## src/rtl/fifo_sched_pkg.sv

```systemverilog
// Shared types and helpers for the fifo round-robin scheduler.
//   sched_state_e : scheduler FSM encoding (idle arbitration / burst drain)
//   eff_burst()   : maps a burst_len field to its effective word count
package fifo_sched_pkg;

  typedef enum logic {
    StIdle  = 1'b0,
    StBurst = 1'b1
  } sched_state_e;

  // A length field of zero encodes the maximum burst of 2^bits words.
  function automatic int unsigned eff_burst(input int unsigned len, input int unsigned bits);
    return (len == 0) ? (32'd1 << bits) : len;
  endfunction

endpackage

```

## src/rtl/rr_priority_picker.sv

```systemverilog
// Combinational round-robin picker.
// Scans last_i+1, last_i+2, ... modulo NumPorts and returns the first requester.
//   req_i     : request vector, one bit per port
//   last_i    : index of the most recently served port (lowest priority)
//   grant_o   : index of the selected port (0 when nothing requests)
//   any_req_o : at least one request is present
module rr_priority_picker #(
  parameter int unsigned NumPorts = 4,
  parameter int unsigned PortBits = 2
) (
  input  logic [NumPorts-1:0] req_i,
  input  logic [PortBits-1:0] last_i,
  output logic [PortBits-1:0] grant_o,
  output logic                any_req_o
);

  always_comb begin
    grant_o   = '0;
    any_req_o = 1'b0;
    for (int unsigned k = 1; k <= NumPorts; k++) begin
      automatic int unsigned         idx   = (32'(last_i) + k) % NumPorts;
      automatic logic [PortBits-1:0] idx_p = PortBits'(idx);
      if (!any_req_o && req_i[idx_p]) begin
        any_req_o = 1'b1;
        grant_o   = idx_p;
      end
    end
  end

endmodule

```

## src/rtl/fifo_rr_scheduler.sv

```systemverilog
// Round-robin scheduler draining NumPorts first-word-fall-through fifos into one
// registered valid/ready output channel. A grant is held for a burst of words,
// then priority rotates past the served port.
//   clk_i, rst_ni      : clock, asynchronous active-low reset
//   enable_i           : allows new grants and reads
//   burst_len_i        : words per grant (0 = 2^BurstBits), sampled at grant time
//   fifo_empty_i       : per-fifo empty flags, used only for arbitration in idle
//   fifo_valid_i       : per-fifo valid flags, qualified by peek
//   fifo_data_i        : per-fifo read data, port i at [i*DataWidth +: DataWidth]
//   fifo_rd_en_o       : dequeue strobe, at most one bit set
//   fifo_peek_o        : granted port while a burst is active
//   out_data_o/port_o  : registered output word and its source index
//   out_valid_o        : output register holds a word
//   out_ready_i        : consumer accepts the word this cycle
//   grant_active_o     : a burst is active
module fifo_rr_scheduler
  import fifo_sched_pkg::*;
#(
  parameter int unsigned NumPorts  = 4,
  parameter int unsigned PortBits  = 2,
  parameter int unsigned DataWidth = 32,
  parameter int unsigned BurstBits = 2
) (
  input  logic                          clk_i,
  input  logic                          rst_ni,
  input  logic                          enable_i,
  input  logic [BurstBits-1:0]          burst_len_i,
  input  logic [NumPorts-1:0]           fifo_empty_i,
  input  logic [NumPorts-1:0]           fifo_valid_i,
  input  logic [NumPorts*DataWidth-1:0] fifo_data_i,
  output logic [NumPorts-1:0]           fifo_rd_en_o,
  output logic [NumPorts-1:0]           fifo_peek_o,
  output logic [DataWidth-1:0]          out_data_o,
  output logic [PortBits-1:0]           out_port_o,
  output logic                          out_valid_o,
  input  logic                          out_ready_i,
  output logic                          grant_active_o
);

  localparam int unsigned CntW = BurstBits + 1;

  sched_state_e         state_q, state_d;
  logic [PortBits-1:0]  grant_q, grant_d;
  logic [PortBits-1:0]  last_q, last_d;
  logic [CntW-1:0]      len_q, len_d;
  logic [CntW-1:0]      cnt_q, cnt_d;
  logic [DataWidth-1:0] out_data_q, out_data_d;
  logic [PortBits-1:0]  out_port_q, out_port_d;
  logic                 out_valid_q, out_valid_d;

  logic [PortBits-1:0]  pick;
  logic                 any_req;
  logic                 can_accept;
  logic                 g_valid;
  logic [DataWidth-1:0] g_data;
  logic                 rd;

  rr_priority_picker #(
    .NumPorts (NumPorts),
    .PortBits (PortBits)
  ) u_picker (
    .req_i     (~fifo_empty_i),
    .last_i    (last_q),
    .grant_o   (pick),
    .any_req_o (any_req)
  );

  assign can_accept = ~out_valid_q | out_ready_i;
  assign g_valid    = fifo_valid_i[grant_q];
  assign g_data     = fifo_data_i[grant_q*DataWidth +: DataWidth];
  // Deliberately independent of fifo_empty_i: the fifo's empty flag reacts to rdEn.
  assign rd         = (state_q == StBurst) & enable_i & g_valid & can_accept;

  always_comb begin
    fifo_rd_en_o = '0;
    fifo_peek_o  = '0;
    if (state_q == StBurst) begin
      fifo_peek_o[grant_q]  = 1'b1;
      fifo_rd_en_o[grant_q] = rd;
    end
  end

  // FSM, burst counter and grant bookkeeping.
  always_comb begin
    state_d = state_q;
    grant_d = grant_q;
    last_d  = last_q;
    len_d   = len_q;
    cnt_d   = cnt_q;
    unique case (state_q)
      StIdle: begin
        if (enable_i && any_req) begin
          state_d = StBurst;
          grant_d = pick;
          len_d   = CntW'(eff_burst(32'(burst_len_i), BurstBits));
          cnt_d   = '0;
        end
      end
      StBurst: begin
        if (rd) begin
          cnt_d = cnt_q + CntW'(1);
          if (cnt_q == len_q - CntW'(1)) begin
            state_d = StIdle;
            last_d  = grant_q;
          end
        end else if (!enable_i || !g_valid) begin
          state_d = StIdle;
          last_d  = grant_q;
        end
        // Otherwise backpressure: hold the grant and the count.
      end
      default: state_d = StIdle;
    endcase
  end

  // Output register: a load wins over a same-cycle drain.
  always_comb begin
    out_data_d  = out_data_q;
    out_port_d  = out_port_q;
    out_valid_d = out_valid_q;
    if (rd) begin
      out_data_d  = g_data;
      out_port_d  = grant_q;
      out_valid_d = 1'b1;
    end else if (out_ready_i) begin
      out_valid_d = 1'b0;
    end
  end

  always_ff @(posedge clk_i or negedge rst_ni) begin
    if (!rst_ni) begin
      state_q     <= StIdle;
      grant_q     <= '0;
      last_q      <= PortBits'(NumPorts - 1);
      len_q       <= '0;
      cnt_q       <= '0;
      out_data_q  <= '0;
      out_port_q  <= '0;
      out_valid_q <= 1'b0;
    end else begin
      state_q     <= state_d;
      grant_q     <= grant_d;
      last_q      <= last_d;
      len_q       <= len_d;
      cnt_q       <= cnt_d;
      out_data_q  <= out_data_d;
      out_port_q  <= out_port_d;
      out_valid_q <= out_valid_d;
    end
  end

  assign out_data_o     = out_data_q;
  assign out_port_o     = out_port_q;
  assign out_valid_o    = out_valid_q;
  assign grant_active_o = (state_q == StBurst);

endmodule

```

## config.mk

```make
export PLATFORM = sky130hd
export DESIGN_NAME = fifo_rr_scheduler
export DESIGN_NICKNAME = d
export VERILOG_FILES = /design/src/rtl/fifo_sched_pkg.sv /design/src/rtl/rr_priority_picker.sv /design/src/rtl/fifo_rr_scheduler.sv
export SDC_FILE = /design/constraint.sdc
export NUM_CORES = 1
export LEC_CHECK = 0
export BUFFER_PORTS_ARGS = -buffer_cell sky130_fd_sc_hd__buf_2
export CAP_MARGIN = 5
export CORE_MARGIN = 3
export CORE_UTILIZATION = 29
export DETAILED_ROUTE_END_ITERATION = 6
export GPL_TIMING_DRIVEN = 0
export MAX_ROUTING_LAYER = met4
export PLACE_DENSITY = 0.69
export SLEW_MARGIN = 15
export SYNTH_ARGS = -nofsm -noshare
export SYNTH_HDL_FRONTEND = slang
export SYNTH_SLANG_ARGS = --single-unit
```

## constraint.sdc

```tcl
create_clock -name clk_i -period 2.3 [get_ports clk_i]
set_clock_uncertainty 0.2 [all_clocks]
set_input_delay 0.23 -clock clk_i [delete_from_list [all_inputs] [get_ports clk_i]]
set_output_delay 0.23 -clock clk_i [all_outputs]
set_load 0.02 [all_outputs]
```

==> summary.txt <==
Max FO, Critical Path: 14
Io pins: 186
Complex-gate fraction of the synthesized area: 0.05776
VDD IR max: 0.0004212 V
Full die area: 11800 µm²
PD cells: 1196 nW/µm²
Nets: 535
Max_cap viols: 0
GP Congestion: 0.7841
Finished Core Util: 0.4283
# Post-CTS Setup Buffers: 0
Reg2Reg Depth: 6
Vias/cell: 4.781
Ys Warns: 0
CTS max path bufs: 2
Status: complete, no violations
Synth area leader: dfrtp_1
Total DRC errors in the routed layout: 0
Final Max Tran Viols: 0
Critical Path Start Type: flip-flop
Initial DRC count: 138
Area contributors post-synth: dfrtp_1, mux4_2, mux2_4, mux4_1, buf_12
First-pass GRT wire length: 12940 µm
Ys flop type: dfrtp_1
Cell Area, Synth: 3054 µm²
Post-synth EDFFs: 0
Hold endpoint: grant_q[1]$_DFFE_PN0P_
Die Y-Extent: 108.6 µm
Global Route met1 Usage: 0.1684
Synthesized area per cell: 15.50 µm²
Placeable Area: 10000 µm²
Relative slew slack: 0.5928
Setup crit end kind: output pin
Main combinational cell family by area after synthesis: multiplexers
Worst hold path type: in -> reg
TritonCTS clock tree: yes
Pre-CTS setup slack: -0.03526 ns
DR WL/cell: 16.79 µm
Fin Hold WS: 0.1009 ns
# diodes: 0
HP Start: fifo_empty_i[2]
Pre-antenna DRT Iters: 4
Total CTS buffers: 5
Clk_lat worst skew: 0.29 ns
Post-Synth XOR/XNOR Area: 0.01311
Part of the cycle the worst path needs: 0.9722
Crit path time final: 2.236 ns
Total congestion overflow: 0
RSZ-0062 raised after global routing: false
Clock Tree Root: clkbuf_8
Starting Density: 0.3054
Crit path cell chain: buf_6 > mux2_4 > a22o_4 > nand2_8 > nor3_1 > buf_2
Syn Inst Count: 197
Post-synth cell types: 42
Placed instance area: 4146 µm²
Fraction of registers with async set/reset: 1.000
Critical path type: reg -> out
Worst Slack Setup Final: 0.06404 ns
GRT Total Usage: 0.1432
Area Overhead vs Synth: 40.23%
Antenna violations before repair: 0
Leakage power: 2.200 nW
H-tree depth: 2
DR vias: 2510
Met2 usage: 0.2599
GR Layer Usage met3: 0.02546
Post-synthesis mux area share: 0.4252
Crit path buf inv count: 2
Total chip power: 5.123 mW
Worst-path clk slew: 0.09 ns
Die W: 108.6 µm
Worst r2r src: grant_q[0]$_DFFE_PN0P_
Area share of and/or/nand/nor cells after synthesis: 0.06227
FF+latch count, synth: 46
Yosys top cell area share: 0.3605
Worst path slowest cell: dfrtp_1
DP Cell Count: 515
Vias in the first global route: 2572
Number of routed nets with antenna violations: 0
CP required: 1.87 ns
Critical Path AT: 1.81 ns
Reg2reg setup slack: 0.23 ns
R2R Path End: out_data_o[20]$_DFFE_PN0P_
Post-Synth Adder-Cell Area: 0.008193
Setup TNS: 0 ns
Post-route design area: 4283 µm²
Slowest stage delay, CP: 0.39 ns
Final HPWL DP: 7150 µm
Busiest grt layer: met2
Clock sink count: 46
Worst-margin pin slew: 0.6109 ns
Post-synthesis sequential area ratio: 0.3777
Max frequency: 447.2 MHz
Pin count of the biggest net entering global routing: 47
Row cnt: 36
Total wire length: 8817 µm
Layout cells sized above 1: 0.7015
Final Hold Viols: 0
Cell Count, Final, Fillers Out: 525
Hold Path Depth: 3
Port Buffers: 185
CP delay by family, top: flip-flops
Final setup vio count: 0
Net Count, Synth: 341
-- cell type report --
type / instances / area [µm²]
plain buffers: 13 / 141.4
inverters: 6 / 22.52
flip-flops and latches: 46 / 1154
well taps: 133 / 166.4
clock inverters: 1 / 8.758
fillers: 968 / 5717
multi-input cells: 130 / 1735
clock buffers: 7 / 86.33
repair buffers: 189 / 968.4
-- placed cells by master (no fill, tap or decap), types with 3 or more instances in the layout --
master           n
a22oi_1          3
and3_1           4
buf_12           4
buf_2          187
buf_6            3
clkbuf_1         3
clkbuf_8         6
dfrtp_1         44
dlygate4sd3_1    4
inv_1            6
mux2_2           5
mux2_4          32
mux4_1           5
mux4_2          27
nand2_1          7
nor3b_1          4
o21ai_0          8
-- metal layers --
metal	share of wire	wire length, µm
met5	0	0
met4	0.0058	51
met3	0.067	594
met2	0.54	4744
met1	0.39	3426
-- cell families (layout without fill, tap and decap cells) --
family | after synthesis | count (layout)
fa+ha+maj | 2 | 2
xor+xnor | 3 | 3
buf+inv | 21 | 216
flops | 46 | 46
compound gates | 23 | 23
mux | 71 | 71
simple gates | 31 | 31
-- cells in the mapped netlist (2+ instances only) --
cell,count
dfrtp_1,44
mux2_4,32
mux4_2,27
o21ai_0,8
nand2_1,7
inv_1,6
mux2_2,5
mux4_1,5
and3_1,4
buf_12,4
nor3b_1,4
a22oi_1,3
buf_2,3
buf_6,3
clkbuf_1,3
a21oi_1,2
buf_1,2
dfstp_2,2
ha_1,2
mux2_1,2
nand2b_1,2
nand4_1,2
nor2_1,2
nor2b_1,2
nor3_1,2
o211ai_1,2
xor2_1,2
-- worst max-delay path by stage --
stage | from | endpoint | slack [ns] | cells after the start
2_1_floorplan | grant_active_o$_DFF_PN0_ | fifo_rd_en_o[2] | 0.17 | 5
3_3_place_gp | grant_q[1]$_DFFE_PN0P_ | fifo_rd_en_o[2] | 0.008 | 5
3_5_place_dp | grant_q[1]$_DFFE_PN0P_ | fifo_rd_en_o[2] | -0.04 | 5
4_1_cts | grant_q[0]$_DFFE_PN0P_ | fifo_rd_en_o[1] | 0.04 | 6
5_1_grt | grant_active_o$_DFF_PN0_ | fifo_rd_en_o[2] | 0.002 | 5
6_report | grant_q[0]$_DFFE_PN0P_ | fifo_rd_en_o[0] | 0.06 | 6
-- worst min-delay path, cell delays in order --
cell and delay [ns]:
buf_2 0.11, a32o_1 0.14, o21ai_0 0.07
-- repair_timing --
action                     in CTS  in global routing
hold buffers                    4                  0
gates resized for setup         2                  3
setup endpoints to repair       8                  3
hold endpoints to repair       47                  0
-- flip-flops by register name, indices dropped and copies added (netlist names) --
signal / flops
out_valid_o: 1
cnt_q: 3
out_port_o: 2
len_q: 3
grant_active_o: 1
last_q: 2
grant_q: 2
out_data_o: 32
-- power breakdown --
part / switching (mW) / internal [mW] / total [mW]
Sequential: 0.238 / 1.21 / 1.45
Combinational: 1.48 / 1.67 / 3.15
Clock: 0.280 / 0.249 / 0.529
Total: 2.00 / 3.13 / 5.12
(Power assumes the default switching activity.)
